File: src/rtl/status_frame_rx.sv
// status_frame_rx: home-status link receiver, sync hunt, field reassembly, checksum check.
// Optional sequence checking is enabled by defining RX_SEQ_CHECK_EN.
module status_frame_rx #(
    parameter int unsigned TIMEOUT = 15,
    parameter logic [5:0]  SYNC    = 6'b101101
) (
    input  logic       clk,
    input  logic       rst,
    input  logic [5:0] data,
    input  logic       data_valid,
    output logic       data_ready,
    output logic       lights,
    output logic       plugs,
    output logic [4:0] temperature,
    output logic       update,
    output logic       changed,
    output logic       err_chk,
    output logic       err_seq,
    output logic       err_timeout
);

    localparam logic [1:0] HUNT       = 2'd0;
    localparam logic [1:0] GOT_SYNC   = 2'd1;
    localparam logic [1:0] GOT_STATUS = 2'd2;
    localparam logic [1:0] COMMIT     = 2'd3;

    localparam logic [7:0] TMO = 8'(TIMEOUT);

    logic [1:0] state;
    logic [1:0] state_nxt;
    logic [7:0] tcnt;
    logic [5:0] w1_q;
    logic       t0_q;
    logic       accept;
    logic       in_frame;
    logic       expire;
    logic       chk_ok;
    logic       load_w1;
    logic       load_w2;
    logic       chk_fail;
    logic       new_lights;
    logic       new_plugs;
    logic [4:0] new_temp;
    logic       seq_bad;

    assign data_ready = !rst && (state != COMMIT);
    assign accept     = data_valid && data_ready;
    assign in_frame   = (state == GOT_SYNC) || (state == GOT_STATUS);
    assign expire     = in_frame && (tcnt == TMO);
    assign chk_ok     = data[2:0] == (w1_q[5:3] ^ w1_q[2:0] ^ data[5:3]);

    assign new_lights = w1_q[5];
    assign new_plugs  = w1_q[4];
    assign new_temp   = {w1_q[3:0], t0_q};

    // Next-state and capture decisions; a timeout overrides any offered word.
    always_comb begin
        state_nxt = state;
        load_w1   = 1'b0;
        load_w2   = 1'b0;
        chk_fail  = 1'b0;
        unique case (state)
            HUNT: begin
                if (accept && data == SYNC) state_nxt = GOT_SYNC;
            end
            GOT_SYNC: begin
                if (expire) begin
                    state_nxt = HUNT;
                end else if (accept) begin
                    load_w1   = 1'b1;
                    state_nxt = GOT_STATUS;
                end
            end
            GOT_STATUS: begin
                if (expire) begin
                    state_nxt = HUNT;
                end else if (accept) begin
                    if (chk_ok) begin
                        load_w2   = 1'b1;
                        state_nxt = COMMIT;
                    end else begin
                        chk_fail  = 1'b1;
                        state_nxt = HUNT;
                    end
                end
            end
            COMMIT: begin
                state_nxt = HUNT;
            end
            default: state_nxt = HUNT;
        endcase
    end

    // State register and intra-frame idle counter.
    always_ff @(posedge clk) begin
        if (rst) begin
            state <= HUNT;
            tcnt  <= 8'd0;
        end else begin
            state <= state_nxt;
            if (!in_frame || expire || accept) begin
                tcnt <= 8'd0;
            end else begin
                tcnt <= tcnt + 8'd1;
            end
        end
    end

    // Capture the status word and the low temperature bit of the tail word.
    always_ff @(posedge clk) begin
        if (rst) begin
            w1_q <= 6'd0;
            t0_q <= 1'b0;
        end else begin
            if (load_w1) w1_q <= data;
            if (load_w2) t0_q <= data[5];
        end
    end

`ifdef RX_SEQ_CHECK_EN
    logic [1:0] seq_q;
    logic [1:0] seq_rx_q;

    assign seq_bad = seq_rx_q != (seq_q + 2'd1);

    // Track received sequence number; resync to whatever was committed.
    always_ff @(posedge clk) begin
        if (rst) begin
            seq_q    <= 2'd3;
            seq_rx_q <= 2'd0;
        end else begin
            if (load_w2)          seq_rx_q <= data[4:3];
            if (state == COMMIT)  seq_q    <= seq_rx_q;
        end
    end
`else
    assign seq_bad = 1'b0;
`endif

    // Output registers and one-cycle status pulses.
    always_ff @(posedge clk) begin
        if (rst) begin
            lights      <= 1'b0;
            plugs       <= 1'b0;
            temperature <= 5'd0;
            update      <= 1'b0;
            changed     <= 1'b0;
            err_chk     <= 1'b0;
            err_seq     <= 1'b0;
            err_timeout <= 1'b0;
        end else begin
            update      <= 1'b0;
            changed     <= 1'b0;
            err_seq     <= 1'b0;
            err_chk     <= chk_fail;
            err_timeout <= expire;
            if (state == COMMIT) begin
                lights      <= new_lights;
                plugs       <= new_plugs;
                temperature <= new_temp;
                update      <= 1'b1;
                changed     <= {new_lights, new_plugs, new_temp} !=
                               {lights, plugs, temperature};
                err_seq     <= seq_bad;
            end
        end
    end

endmodule

File: config.mk
export PLATFORM = sky130hd
export DESIGN_NAME = status_frame_rx
export DESIGN_NICKNAME = d
export VERILOG_FILES = /design/src/rtl/status_frame_rx.sv
export SDC_FILE = /design/constraint.sdc
export NUM_CORES = 1
export LEC_CHECK = 0
export ABC_AREA = 1
export CORE_ASPECT_RATIO = 0.5
export CORE_MARGIN = 5
export CORE_UTILIZATION = 35
export CTS_BUF_LIST = sky130_fd_sc_hd__clkbuf_8
export CTS_CLUSTER_DIAMETER = 40
export DETAILED_ROUTE_END_ITERATION = 8
export PLACE_DENSITY = 0.62
export RECOVER_POWER = 50
export SETUP_SLACK_MARGIN = 0.1
export SLEW_MARGIN = 20
export SYNTH_ARGS = -nofsm -noshare
export SYNTH_HDL_FRONTEND = slang
export SYNTH_SLANG_ARGS = --single-unit
File: constraint.sdc
create_clock -name clk -period 3.4 [get_ports clk]
set_input_delay 0.51 -clock clk [delete_from_list [all_inputs] [get_ports clk]]
set_output_delay 0.51 -clock clk [all_outputs]
set_load 0.1 [all_outputs]
==> impl_metrics.ini <==
[detailed_routing]
drt_iter0_markers = 23
post-route-drc-count = 0
wire_per_inst_microns = 10.41
ant_nets = 0
num_vias = 1249
dr.pass1.iters = 4
via_per_inst = 4.445
wirelength_microns = 2926

[pwr]
switching_share_pct = 26.71
power_frac_comb_pct = 14.4
clkPwrFrac_pct = 32.7
intPower_uw = 470.5
power_frac_seq_pct = 52.9
max-vdd-ir-drop_mv = 0.1496
power.switching_uw = 171.4
leakagePower_nw = 0.7754
powerDensity_nw_per_um2 = 364.9

[floorplan]
die_x_microns = 102.5
row_count = 16
fp.coreArea_sq_um = 4004
die_area_sq_um = 5767
ios = 22
die_h_microns = 56.26
initial_utilization_pct = 37.41

[cts]
worst_skew_pair.late_latency_ns = 0.28
h-tree-depth = 1
clockBufferDepth = 2
cts_buffers = 3
clk_pin_slew_ns = 0.10
cts_tree = yes
cts_root_buffer = clkbuf_8
ctsResizeCount = 0
ctsHoldBuffers = 0
cts_setup_buffers = 0
cts_sinks = 28

[yosys]
syn_area_per_cell_sq_um = 7.306
syn-instance-count = 205
ys_seq_area_share_pct = 37.43
synth_cell_types = 28
ys_ff_latch = 28
ys_warn_count = 0
synth_nets = 220
synth_area_sq_um = 1498

[placed_design]
dp_slack_ns = 0.9974
dp.cells = 277
hpwl_microns = 2219
gp_congestion = 0.8316
portBuffers = 20
place_area_sq_um = 1744

[worst_setup_path]
cp.arrival_ns = 2.03
r2r_cells = 7
r2r-end = w1_q[5]
end_kind = output pin
crit_fanout = 10
required_ns = 2.89
critPathKind = input port to output pin
r2r-start = state[1]
worstSetupStartpointType = input port
r2r_setup_slack_ns = 1.46

[hold_path]
min_from = tcnt[0]
hold_depth = 1
hold_path.class = register to register
min_to = tcnt[0]

[sta]
finalClockSkew_ns = 0.006054
rsz0062_at_grt = false
setup_viol = 0
finalCritPeriodShare_pct = 74.58
max_slew_margin_pct = 35.38
fin_crit_ns = 2.536
setup_tns_ns = 0
hold_viol_final = 0
worst_pin_slew_ns = 0.9663
slew_violations = 0
max_freq_mhz = 394.3
fin_ws_ns = 0.8641

[job]
drv_cap = 0

[finish]
antennaDiodeCount = 0
nNetsFinal = 243
areaGrowthSynthToFinish_pct = 17.46
fin_area_sq_um = 1759
layout.cells.non_filler = 281
final_util_pct = 43.94
drive_gt1_share_pct = 6.167

[global_route]
grt_pass1_wl_microns = 4912
grt_max_degree = 16
grt_usage_pct = 10.70
antenna_found_initial = 0
grt_pass1_vias = 1158
overflow = 0

[outcome]
run_status = finished clean
flip-flops by register name, summed over array words and instances, names as in the netlist:
| register | flops |
|---|---|
| state | 2 |
| plugs | 1 |
| w1_q | 6 |
| t0_q | 1 |
| update | 1 |
| tcnt | 8 |
| changed | 1 |
| temperature | 5 |
| err_chk | 1 |
| err_timeout | 1 |
| lights | 1 |
metal layers:
metal | GRT usage, % | wire length (microns) | vias to the layer above
li1 | - | - | 674
met1 | 12.92 | 1389 | 557
met2 | 18.17 | 1416 | 13
met3 | 2.967 | 83 | 5
met4 | 3.738 | 38 | 0
met5 | 0 | 0 | -
worst max-delay path, cell delays in order:
cell and delay [ns]:
dlygate4sd3_1 0.59, inv_1 0.18, nand2_1 0.14, clkinv_1 0.26, buf_4 0.34
metrics by stage:
stage / power (mW) / hold WS, ns
floorplan: 0.4203 / 0.4295
global placement: 0.4434 / 0.4409
detailed placement: 0.4452 / 0.4512
CTS: 0.6565 / 0.4760
global route: 0.6751 / 0.5167
finish: 0.6419 / 0.4671
synthesized netlist by cell type:
cell      count  area [sq um]
a21oi_1      10         50.05
a21oi_2       1         8.760
a31o_2        1         8.760
buf_4         1         7.510
buf_6         1         11.26
clkinv_1      1         3.750
conb_1        1         3.750
dfxtp_1      28         560.5
ha_1          6         75.07
inv_1        26         97.59
inv_2         1         3.750
nand2_1      59         221.5
nand2_2       2         12.51
nand2_4       2         22.52
nand3_1       3         15.01
nand3_2       3         30.03
nand4_1       2         12.51
nor2_1       22         82.58
nor2_4        2         22.52
nor2_8        1         20.02
nor3_1        1         5.000
nor3b_1       1         7.510
nor3b_2       1         12.51
nor4_1        1         6.260
o21ai_0      13         65.06
o21ai_2       1         8.760
xnor2_1       4         35.03
xor2_1       10         87.58
power by group through the flow:
| stage | sequential [mW] | combinational (mW) | clock (mW) |
|---|---|---|---|
| after floorplan | 0.346 | 0.0742 | 0 |
| after CTS | 0.340 | 0.0986 | 0.218 |
| after detailed placement | 0.347 | 0.0980 | 0 |
| after global routing | 0.341 | 0.105 | 0.229 |
| final | 0.340 | 0.0927 | 0.210 |
| after global placement | 0.347 | 0.0966 | 0 |
kinds of logic (layout without fill, tap and decap cells):
family                   after synthesis  count (layout)  share of synthesized area (%)
adder cells (fa/ha/maj)                6               6                          5.012
AO/OA/AOI/OAI                         26              26                          9.441
buffers and inverters                 30              52                          8.270
AND/OR/NAND/NOR                      100             100                          31.41
flip-flops                            28              28                          37.43
XOR/XNOR                              14              14                          8.187
other                                  1               1                         0.2504
area by class of cell:
| cell class | count | area [sq um] |
|---|---|---|
| Fill cell | 437 | 2245 |
| Timing Repair Buffer | 20 | 197.7 |
| Sequential cell | 28 | 560.5 |
| Clock buffer | 4 | 55.05 |
| Inverter | 28 | 105.1 |
| Tap cell | 54 | 67.56 |
| Multi-Input combinational cell | 147 | 773.2 |
cell usage in the layout (no fill, tap or decap), types with 2 or more instances in the layout:
master	count
o21ai_0	14
xor2_1	10
xnor2_1	4
nand2_1	60
nand3_1	4
nand3_2	2
ha_1	6
inv_1	27
nor2_1	24
dfxtp_1	28
clkdlybuf4s50_1	18
clkbuf_8	4
a21oi_1	10
nand4_1	2
nand2_2	2
worst max-delay path by stage:
| stage | to | start | slack, ns | depth (start not counted) |
|---|---|---|---|---|
| 2_1_floorplan | data_ready | rst | 1.52 | 3 |
| 3_3_place_gp | data_ready | rst | 1.04 | 5 |
| 3_5_place_dp | data_ready | rst | 1.0 | 5 |
| 4_1_cts | data_ready | rst | 0.99 | 5 |
| 5_1_grt | w1_q[2] | rst | 0.72 | 7 |
| 6_report | data_ready | rst | 0.86 | 5 |
Note: power is estimated with default switching activity, not from simulation.
